<file path="src/rtl/single_binary_encoder.sv">
// WS2812-style single-wire encoder: one 2-bit symbol per bit period becomes a width-coded high pulse on DO.
// Optional macro SBE_BIT_STROBE_EN adds a one-cycle bit_start strobe at the start of every period.
module single_binary_encoder #(
  parameter int unsigned BIT_CYCLES = 61,
  parameter int unsigned T0H_CYCLES = 20,
  parameter int unsigned T1H_CYCLES = 40
) (
  input  logic       clk,
  input  logic       reset,
  input  logic [1:0] un_encoded_data,
  output logic       DO
`ifdef SBE_BIT_STROBE_EN
  ,
  output logic       bit_start
`endif
);

  localparam int unsigned CW = $clog2(BIT_CYCLES);
  localparam logic [CW-1:0] PH_LAST = CW'(BIT_CYCLES - 1);
  localparam logic [CW-1:0] HIGH0 = CW'(T0H_CYCLES);
  localparam logic [CW-1:0] HIGH1 = CW'(T1H_CYCLES);

  if (!((T0H_CYCLES > 0) && (T0H_CYCLES < T1H_CYCLES) && (T1H_CYCLES < BIT_CYCLES))) begin : g_badParams
    $error("single_binary_encoder: need 0 < T0H_CYCLES < T1H_CYCLES < BIT_CYCLES");
  end

  logic [CW-1:0] r_ph;
  logic [1:0]    r_sym;
  logic          w_phLast;
  logic [CW-1:0] w_phNext;
  logic [1:0]    w_symNext;
  logic [CW-1:0] w_highCycles;

  // DO is computed from the next phase/symbol so it rises on the same edge the phase wraps to 0
  always_comb begin
    w_phLast     = (r_ph == PH_LAST);
    w_phNext     = w_phLast ? '0 : r_ph + CW'(1);
    w_symNext    = w_phLast ? un_encoded_data : r_sym;
    w_highCycles = '0;
    case (w_symNext)
      2'd0:    w_highCycles = HIGH0;
      2'd1:    w_highCycles = HIGH1;
      default: w_highCycles = '0;
    endcase
  end

  always_ff @(posedge clk) begin
    if (reset) begin
      r_ph  <= PH_LAST;
      r_sym <= 2'd2;
      DO    <= 1'b0;
    end else begin
      r_ph  <= w_phNext;
      r_sym <= w_symNext;
      DO    <= (w_phNext < w_highCycles);
    end
  end

`ifdef SBE_BIT_STROBE_EN
  always_ff @(posedge clk) begin
    if (reset) begin
      bit_start <= 1'b0;
    end else begin
      bit_start <= (w_phNext == '0);
    end
  end
`endif

endmodule

</file>
<file path="config.mk">
export PLATFORM = sky130hd
export DESIGN_NAME = single_binary_encoder
export DESIGN_NICKNAME = d
export VERILOG_FILES = /design/src/rtl/single_binary_encoder.sv
export SDC_FILE = /design/constraint.sdc
export NUM_CORES = 1
export LEC_CHECK = 0
export CAP_MARGIN = 20
export CORE_AREA = 2 2 39 41
export DETAILED_ROUTE_END_ITERATION = 8
export DIE_AREA = 0 0 41 43
export HOLD_SLACK_MARGIN = 0.06
export PLACE_DENSITY = 0.58
export SYNTH_ARGS = -nofsm -noshare
export SYNTH_HDL_FRONTEND = slang
export SYNTH_SLANG_ARGS = --single-unit
export TNS_END_PERCENT = 20
</file>
<file path="constraint.sdc">
create_clock -name clk -period 1.9 [get_ports clk]
set_clock_uncertainty 0.1 [all_clocks]
set_input_delay 0.19 -clock clk [delete_from_list [all_inputs] [get_ports clk]]
set_output_delay 0.19 -clock clk [all_outputs]
set_load 0.1 [all_outputs]
</file>
==> results.json, run 1 <==
{
  "status": "complete, no violations",
  "grt_pass1_wl_mm": 2.20,
  "endpoint": "DO$_SDFF_PP0_",
  "dp_hpwl_um": 970,
  "place.gp.congestion": 0.811,
  "place.port_buffers": 4,
  "synth_area_leaders": "dfxtp_1 35%, ha_1 12%, nand3_1 4.9%",
  "min_period_ps": 1820,
  "drv_slew": 0,
  "cts_made_buffers": 3,
  "endpoint_kind": "register",
  "detail_route.wl_per_cell_um": 14.2,
  "clock.fmax_mhz": 549,
  "synth-simple-area-share_pct": 22.3,
  "syn_nets": 67,
  "worstPathMaxFanout": 4,
  "slew_headroom_pct": 81.7,
  "drt_iter0_drc": 15,
  "core_mm2": 0.00138,
  "route.detailed.drc": 0,
  "synth.distinct_cells": 25,
  "ys_seq_area_share_pct": 35.3,
  "grt_usage_pct": 18.4,
  "wl_met2_um": 734,
  "hold_class": "reg2reg",
  "critPathKind": "reg2reg",
  "clock-root-buffer": "clkbuf_4",
  "vdd_ir_drop_max_mv": 0.976,
  "cp-start-kind": "register",
  "nets": 94,
  "hold_viol": 0,
  "leakage_nw": 0.356,
  "crit_start": "r_ph[1]$_SDFF_PP0_",
  "drt-met1-wl_um": 604,
  "synth_xor_area_share_pct": 3.43,
  "dieArea_mm2": 0.00176,
  "yosys-top-cells-count": "9 x dfxtp_1, 5 x ha_1, 5 x nand3_1, 5 x o21ai_0",
  "r2r-end": "DO$_SDFF_PP0_",
  "maxCapViolCount": 0,
  "detailedRoute.firstPassIterationCount": 4,
  "holdWs_ps": 431,
  "dr_wl_met3_um": 46,
  "antenna_found_initial": 0,
  "grt_start_max_net_pins": 7,
  "start_util_pct": 36.9,
  "clk_latency_ps": 270,
  "r2r_setup_slack_ps": 80,
  "drive_gt1_share_pct": 53.6,
  "p_per_area_mw_per_mm2": 1820,
  "synth_edf_count": 0,
  "period_share_pct": 95.8,
  "r2r-start": "r_ph[1]$_SDFF_PP0_",
  "synth_compound_area_share_pct": 23.8,
  "muxShareOfSynthArea_pct": 0,
  "netlist_area_um2": 510,
  "routed_wl_mm": 1.42,
  "cts_buffer_depth": 2,
  "min_delay_path_depth": 2,
  "pin_count": 5,
  "yosysMostFrequentCell": "dfxtp_1",
  "die_w_um": 41,
  "htree_levels": 1,
  "hold_buffers": 0,
  "vias_per_cell": 5.35,
  "syn_to_final_growth_pct": 62.3,
  "synth_top_area_share_pct": 35.3,
  "dr.max_layer_used": "met4",
  "yosysWarnings": 0,
  "num_antenna_cells": 0,
  "grt_pass1_vias": 540,
  "drt.antenna.violating_nets": 0,
  "rsz0062_at_grt": "yes",
  "fp.dieH_um": 43,
  "syn_area_per_cell_um2": 8.80,
  "power_w": 0.00151,
  "max_slew.worst_pin.slew_ps": 272,
  "grt_overflow_total": 0,
  "synth_top_family_by_area": "compound AO/OA/AOI/OAI gates",
  "cts_tree": "done",
  "crit_required_ps": 2020,
  "synth-main-ff-cell": "dfxtp_1",
  "rows": 14,
  "cts_sinks": 9,
  "synthAdderAreaFrac_pct": 12.3,
  "syn_inst": 58,
  "num_vias": 535,
  "setup_viol": 0,
  "clk_pin_slew_ps": 80,
  "yosys.area.top_type": "dfxtp_1",
  "ys_ff_latch": 9,
  "arrival_ps": 1940,
  "synthArstFlopShare_pct": 0,
  "rr_worst_depth": 9
}
## critical path, cell delays in order (launching register included)
cell      delay, ps
dfxtp_2         340
inv_2            60
ha_4            160
and2_4          150
nand2_2          90
a21oi_2         140
ha_1            250
a21o_1          170
a211oi_2        170
o31a_1          150
## state kept, by name, indices dropped and copies added, names as in the netlist
signal,count
r_ph,6
r_sym,2
DO,1
## routing by layer
metal / vias to the layer above / track usage [%]
met5: - / 0
met4: 0 / 8.00
met3: 6 / 3.14
met2: 10 / 29.1
met1: 248 / 23.3
li1: 271 / -
## through the flow
stage | setup WS [ps] | util [%] | cells | setup TNS [ps] | area [µm²]
5_1_grt | -56.6 | 59.9 | 100 | -56.6 | 828
4_1_cts | 12.6 | 55.3 | 100 | 0 | 766
2_1_floorplan | 13.1 | - | 58 | 0 | 512
3_5_place_dp | -233 | 49.8 | 94 | -233 | 689
3_3_place_gp | -174 | 49.8 | 94 | -174 | 689
6_report | 79.8 | 59.9 | 100 | 0 | 828
## worst min-delay path by stage
| stage | slack, ps | endpoint | startpoint |
|---|---|---|---|
| floorplan | 160 | r_sym[0]$_SDFF_PP0_ | reset |
| global placement | 390 | r_sym[0]$_SDFF_PP0_ | r_sym[0]$_SDFF_PP0_ |
| detailed placement | 390 | r_sym[0]$_SDFF_PP0_ | r_sym[0]$_SDFF_PP0_ |
| CTS | 400 | r_sym[0]$_SDFF_PP0_ | r_sym[0]$_SDFF_PP0_ |
| global route | 490 | r_sym[0]$_SDFF_PP0_ | r_sym[0]$_SDFF_PP0_ |
| finish | 430 | r_sym[0]$_SDFF_PP0_ | r_sym[0]$_SDFF_PP0_ |
## cell families (layout without fill, tap and decap cells)
family	after synthesis	in the layout
xor gates and xnor gates	2	2
DFF	9	9
and+or+nand+nor	19	19
AOI/OAI and AO/OA	19	19
buffers and inverters	4	30
adders and majority gates	5	5
## layout make-up
class	count	area, µm²
fillers	125	556
multi-input cells	45	408
flip-flops and latches	9	186
repair buffers	22	173
clock buffers	4	26.3
well taps	16	20.0
inverters	4	15.0
## timing repair
item                       4_1_cts  5_1_grt
pin swaps                        5        3
resized for setup               11       16
setup endpoints to repair        1        1
setup buffers                    2        0
## where the power goes
part	total, W	internal [W]	switching (W)
logic	0.00100	0.000498	0.000506
registers	0.000347	0.000266	0.0000808
clock network	0.000159	0.0000812	0.0000779
total	0.00151	0.000845	0.000665
## layout by cell type (no fill, tap or decap), types with 2 or more instances in the layout
master,count
a21oi_1,2
clkdlybuf4s50_1,3
inv_1,2
nand3_1,5
nor2_1,2
and3_1,2
ha_1,3
o21ai_2,3
nand2_1,2
o211ai_1,2
a21oi_2,2
dfxtp_2,5
clkbuf_4,3
o21ai_0,3
dfxtp_1,4
inv_2,2
buf_4,19
Power figures use the tool's default switching activity.
==> run 2, diff against run 1 <==
CELL_PAD_IN_SITES_DETAIL_PLACEMENT = 0   (was not set)
CELL_PAD_IN_SITES_GLOBAL_PLACEMENT = 1   (was not set)
CORE_AREA = not set   (was 2 2 39 41)
CORE_MARGIN = 2   (was not set)
CORE_UTILIZATION = 39   (was not set)
DIE_AREA = not set   (was 0 0 41 43)
PLACE_DENSITY = 0.72   (was 0.58)
clock period = 1.7 ns   (was 1.9 ns; I/O delays follow)
==> run 2 against run 1 <==
Compared with the run above: the run now ends with negative setup slack left; register-to-register slack worse by 220 ps; worst setup slack worse by 220 ps; critical path type unchanged; cell area fell by 2.4%; clock power rose by 12%; first-iteration DRC count decreased by 33%; die area is 8.4% lower.
==> results.json, run 2 (synthesized netlist as in run 1, its figures left out) <==
{
  "status": "finished with violations",
  "violations": "negative setup slack",
  "drt.antenna.violating_nets": 0,
  "p_per_area_mw_per_mm2": 2040,
  "route.detailed.drc": 0,
  "crit_required_ps": 1760,
  "regMostFlops": "r_ph",
  "holdWs_ps": 417,
  "nets": 92,
  "slew_headroom_pct": 82.5,
  "cp.depth": 7,
  "critPathKind": "reg2reg",
  "fp.dieH_um": 40.2,
  "dieArea_mm2": 0.00161,
  "grt_pass1_vias": 516,
  "rsz0062_at_grt": "yes",
  "hold_start": "r_sym[0]$_SDFF_PP0_",
  "hold_viol": 0,
  "rows": 13,
  "die_w_um": 40.2,
  "min_to": "r_sym[0]$_SDFF_PP0_",
  "vdd_ir_drop_max_mv": 0.968,
  "worstPathMaxFanout": 6,
  "clock-root-buffer": "clkbuf_4",
  "setup_viol": 1,
  "slowest_delay_ps": 370,
  "cp-start-kind": "register",
  "grt_start_max_net_pins": 7,
  "rr_worst_depth": 7,
  "arrival_ps": 1900,
  "syn_to_final_growth_pct": 58.3,
  "r2r_setup_slack_ps": -140,
  "grt_pass1_wl_mm": 2.21,
  "cp_top_family": "compound AO/OA/AOI/OAI gates",
  "hold_class": "reg2reg",
  "path_cells": "nand3_4, buf_4, o21ai_2, o31ai_2, ha_1, nand3_1, o31a_1",
  "drv_slew": 0,
  "clock.fmax_mhz": 544,
  "final_cell_mix": "16 x buf_4, 5 x nand3_1, 5 x dfxtp_2",
  "cts_sinks": 9,
  "endpoint_kind": "register",
  "grt_usage_pct": 22.6,
  "cts_buffer_depth": 2,
  "cpMaxStageDelayCell": "dfxtp_2",
  "clk_pin_slew_ps": 70,
  "period_share_pct": 108,
  "place.port_buffers": 4,
  "maxCapViolCount": 0,
  "place.gp.congestion": 0.738,
  "num_antenna_cells": 0,
  "vias_per_cell": 5.30,
  "cp_num_buf_inv": 1,
  "final_common_cell": "buf_4",
  "min_delay_path_depth": 2,
  "hold_buffers": 0,
  "r2r-end": "DO$_SDFF_PP0_",
  "dp_hpwl_mm": 1.01,
  "r2r-start": "r_ph[4]$_SDFF_PP1_",
  "pin_count": 5,
  "htree_levels": 1,
  "antenna_found_initial": 0,
  "drive_gt1_share_pct": 47.6,
  "multi_input_area_um2": 392,
  "gr-max-usage-layer": "met2",
  "min_period_ps": 1840,
  "largest_reg_flops": 6,
  "regArea_um2": 186,
  "routed_wl_mm": 1.36,
  "cts_tree": "done",
  "reg.largest.list": "r_ph x6, r_sym x2, DO x1",
  "detailedRoute.firstPassIterationCount": 4,
  "core_mm2": 0.00127,
  "setup_slack_ps": -139,
  "leakage_nw": 0.348,
  "use_met3_pct": 8.33,
  "num_vias": 514,
  "cts_made_buffers": 3,
  "pre_cts_slack_ps": -286,
  "max_slew.worst_pin.slew_ps": 258,
  "final_core_util_pct": 63.7,
  "grt_overflow_total": 0,
  "fill_cells": 111,
  "use_met2_pct": 37.1,
  "fin_tns_setup_ps": -139,
  "detail_route.wl_per_cell_um": 14.0,
  "clk_latency_ps": 270,
  "use_met1_pct": 25.1,
  "drt_iter0_drc": 10,
  "start_util_pct": 40.2
}
## run 2: cell types whose count changed in the layout (fill, tap and decap cells not counted), sizes merged
cell,delta
buf,-2
## run 2: stage by stage
step,std cells,total power [W],instance area (µm²)
CTS,97,0.00164,803
finish,97,0.00165,808
floorplan,58,0.000949,547
detailed placement,92,0.00136,728
global placement,92,0.00134,728
global route,97,0.00179,808
## run 2: repair_timing
action / CTS / global route
gates resized for setup: 12 / 1
buffers inserted: 1 / 0
pin swaps: 2 / 0
setup endpoints to repair: 1 / 1
## run 2: worst max-delay path by stage
stage	start	to	slack (ps)
floorplan	r_ph[1]$_SDFF_PP0_	DO$_SDFF_PP0_	-150
global placement	un_encoded_data[1]	DO$_SDFF_PP0_	-280
detailed placement	un_encoded_data[1]	DO$_SDFF_PP0_	-290
CTS	r_ph[1]$_SDFF_PP0_	DO$_SDFF_PP0_	-120
global route	r_ph[1]$_SDFF_PP0_	DO$_SDFF_PP0_	-250
finish	r_ph[4]$_SDFF_PP1_	DO$_SDFF_PP0_	-140
## run 2: area by class of cell
| class | instances | share of cell area [%] |
|---|---|---|
| Tap cell | 15 | 2.32 |
| Clock buffer | 4 | 3.25 |
| Sequential cell | 9 | 23.1 |
| Multi-Input combinational cell | 45 | 48.5 |
| Inverter | 4 | 1.86 |
| Timing Repair Buffer | 20 | 21.1 |
## run 2: tightest hold or removal path, cell delays in order, from the launching register on
cell     delay [ps]
dfxtp_1         330
o21ai_0          70
a21oi_1          70
## run 2: routing by layer
| layer | vias to the layer above | routed length (µm) | share of wire [%] |
|---|---|---|---|
| li1 | 267 | - | - |
| met1 | 236 | 625 | 46 |
| met2 | 7 | 674 | 50 |
| met3 | 4 | 34 | 2.5 |
| met4 | 0 | 25 | 1.8 |
| met5 | - | 0 | 0 |
## run 2: where the power goes
group          leakage (nW)  switching, W  internal, W
logic                 0.259      0.000553     0.000546
registers            0.0744     0.0000781     0.000298
clock network        0.0150     0.0000865    0.0000911
total                 0.348      0.000717     0.000935
==> run 3, diff against run 2 <==
CTS_CLUSTER_SIZE = 10   (was not set)
==> results of run 3 <==
Final layout, timing and power as in run 2 (identical DEF).
==> edit: new RTL, flow settings as in run 2 <==
The output `DO` loses its register stage (`DO` becomes a continuous assignment).
--- a/src/rtl/single_binary_encoder.sv
+++ b/src/rtl/single_binary_encoder.sv
@@ -48,13 +48,13 @@
     if (reset) begin
       r_ph  <= PH_LAST;
       r_sym <= 2'd2;
-      DO    <= 1'b0;
     end else begin
       r_ph  <= w_phNext;
       r_sym <= w_symNext;
-      DO    <= (w_phNext < w_highCycles);
     end
   end
+
+  assign DO = (w_phNext < w_highCycles);
 
 `ifdef SBE_BIT_STROBE_EN
   always_ff @(posedge clk) begin
Check against the original RTL: not equivalent (Yosys sat finds a counterexample within 4 cycles, from zero or initial values and one cycle with reset high).
==> edit against run 2 <==
The run still ends with negative setup slack left; synthesized cell count down 1.7%; area after synthesis down 4.7%; non-clock buffer count up 1; worst setup slack worse by 660 ps; global-route usage down 0.87 points; sequential share of layout area down 2.0 points; design area down 2.5%; routed wire length down 0.96%; count of clock-buffer cells in the layout down 1; sequential cell count down 1; critical path type is now reg2out.
Power is left out: the tool's default activity adds up to more than one toggle a clock period on the data nets, which glitch-free logic cannot reach.
==> edit: results (changes against run 2) <==
[logic_synthesis]
synthDistinctLibCells = 23  ; -8.0%
yosys-top-cells-area = dfxtp_1 33%, ha_1 13%, o21ai_0 6.2%
ys_top_cells_by_count = 8 x dfxtp_1, 6 x o21ai_0, 5 x ha_1, 5 x nand3_1
ys_async_sr_fraction_pct = 0  ; unchanged
synth_fp_nets = 66  ; -1.5%
ys_warn_count = 0  ; unchanged
synth-main-ff-cell = dfxtp_1
seq_area_frac_synth_pct = 32.9  ; -2.4 points

[timing]
final-setup-viol-count = 1  ; unchanged
max_slew_margin_pct = 71.9  ; -11 points
fin_ws_ps = -799  ; -660 ps

[run_status]
violations = negative setup slack
outcome = complete, but fails checks

[clocking]
cts_root_buf = clkbuf_4
cts_inserted_buffers = 3  ; unchanged
clock_latency_ps = 260
cts.htree.levels = 1  ; unchanged
clk_pin_slew_worst_paths_ps = 60
cts_buffer_depth = 2  ; unchanged

[grt]
use_met3_pct = 6.25  ; -2.1 points
track_usage_pct = 21.7  ; -0.87 points
grt_use_met1_pct = 23.9  ; -1.2 points
grt_antenna_before_repair = 0  ; unchanged
met2_usage_pct = 40.4  ; +3.3 points
grt_pass1_wl_mm = 2.21  ; unchanged
grt_max_degree = 8  ; +1
grt_pass1_vias = 554  ; +7.4%

[critical_path]
rr_endpoint = r_sym[1]
slowest_delay_ps = 350  ; -20 ps
reg2reg_depth = 7  ; unchanged
r2r_start = r_ph[0]
arrival_ps = 2230  ; +330 ps
slowest_stage = dfxtp_2
cp_max_fo = 4  ; -2
rrSetupSlack_ps = 360  ; +500 ps

[routing]
drtIter0Drc = 11  ; +1
dr.pass1.iters = 4  ; unchanged
wirelength_mm = 1.35  ; -0.96%
via_count = 524  ; +1.9%

[worst_hold_path]
hp-class = in2reg
whs_path_depth = 2  ; unchanged
hp-start = reset
hold_path_end = r_sym[0]

[final_layout]
nets = 92  ; unchanged
nFillCells = 96  ; -14%
drive_gt1_share_pct = 46.9  ; -0.65 points
n_antenna_cell = 0  ; unchanged
largestRegisters = r_ph (6), r_sym (2)

[placement]
routabilityCongestion = 0.839  ; +14%
numPortBuffers = 4  ; unchanged
hpwlAfterDp_mm = 1.04  ; +2.8%
place_area_sq_um = 722  ; -0.86%

## edit: repair_timing
item,4_1_cts,5_1_grt
pin swaps,0,1
endpoints found under the setup margin,1,1
setup buffers,0,0
hold buffers,0,0
resized for setup,7,3
## edit: critical path, delay by kind of cell (launching register included)
| kind | cells | cell delay [ps] |
|---|---|---|
| AO/OA/AOI/OAI | 2 | 490 |
| adder cells (fa/ha/maj) | 2 | 430 |
| buffers and inverters | 2 | 260 |
| flip-flops | 1 | 350 |
| multiplexers | 1 | 200 |
| AND/OR/NAND/NOR | 2 | 230 |
## edit: stage by stage
stage	setup WS, ps	TNS, ps	instances	hold slack (ps)
global route	-893	-893	95	445
floorplan	-885	-885	57	139
finish	-799	-799	95	412
detailed placement	-624	-624	92	394
global placement	-532	-532	92	384
CTS	-781	-781	95	413
## edit: cells by family (layout without fill, tap and decap cells)
family,count (synthesis),count (layout),share of synthesized area (%)
muxes,1,1,2.06
and+or+nand+nor,19,19,21.1
buffers and inverters,4,28,3.08
adders and majority gates,5,5,12.9
AOI/OAI and AO/OA,18,18,24.4
xor gates and xnor gates,2,2,3.60
DFF,8,8,32.9
## edit: worst max path at each step
stage | from | end | slack [ps] | cells after the start
after global placement | un_encoded_data[1] | DO | -530 | 8
after detailed placement | un_encoded_data[1] | DO | -620 | 8
final | r_ph[0] | DO | -800 | 9
after floorplan | r_ph[0] | DO | -890 | 8
after global routing | r_ph[1] | DO | -890 | 9
after CTS | r_ph[0] | DO | -780 | 10
## edit: cell type report
| cell class | instances | area [sq um] | share of cell area [%] |
|---|---|---|---|
| flip-flops and latches | 8 | 166 | 21.1 |
| repair buffers | 21 | 178 | 22.5 |
| multi-input cells | 45 | 389 | 49.4 |
| clock buffers | 3 | 22.5 | 2.86 |
| inverters | 4 | 15.0 | 1.90 |
| well taps | 14 | 17.5 | 2.22 |
## edit: metal layers
layer / share of wire, % / vias to the layer above
li1: - / 261
met4: 1.6 / 0
met1: 44 / 244
met3: 4.4 / 4
met2: 50 / 15
met5: 0 / -
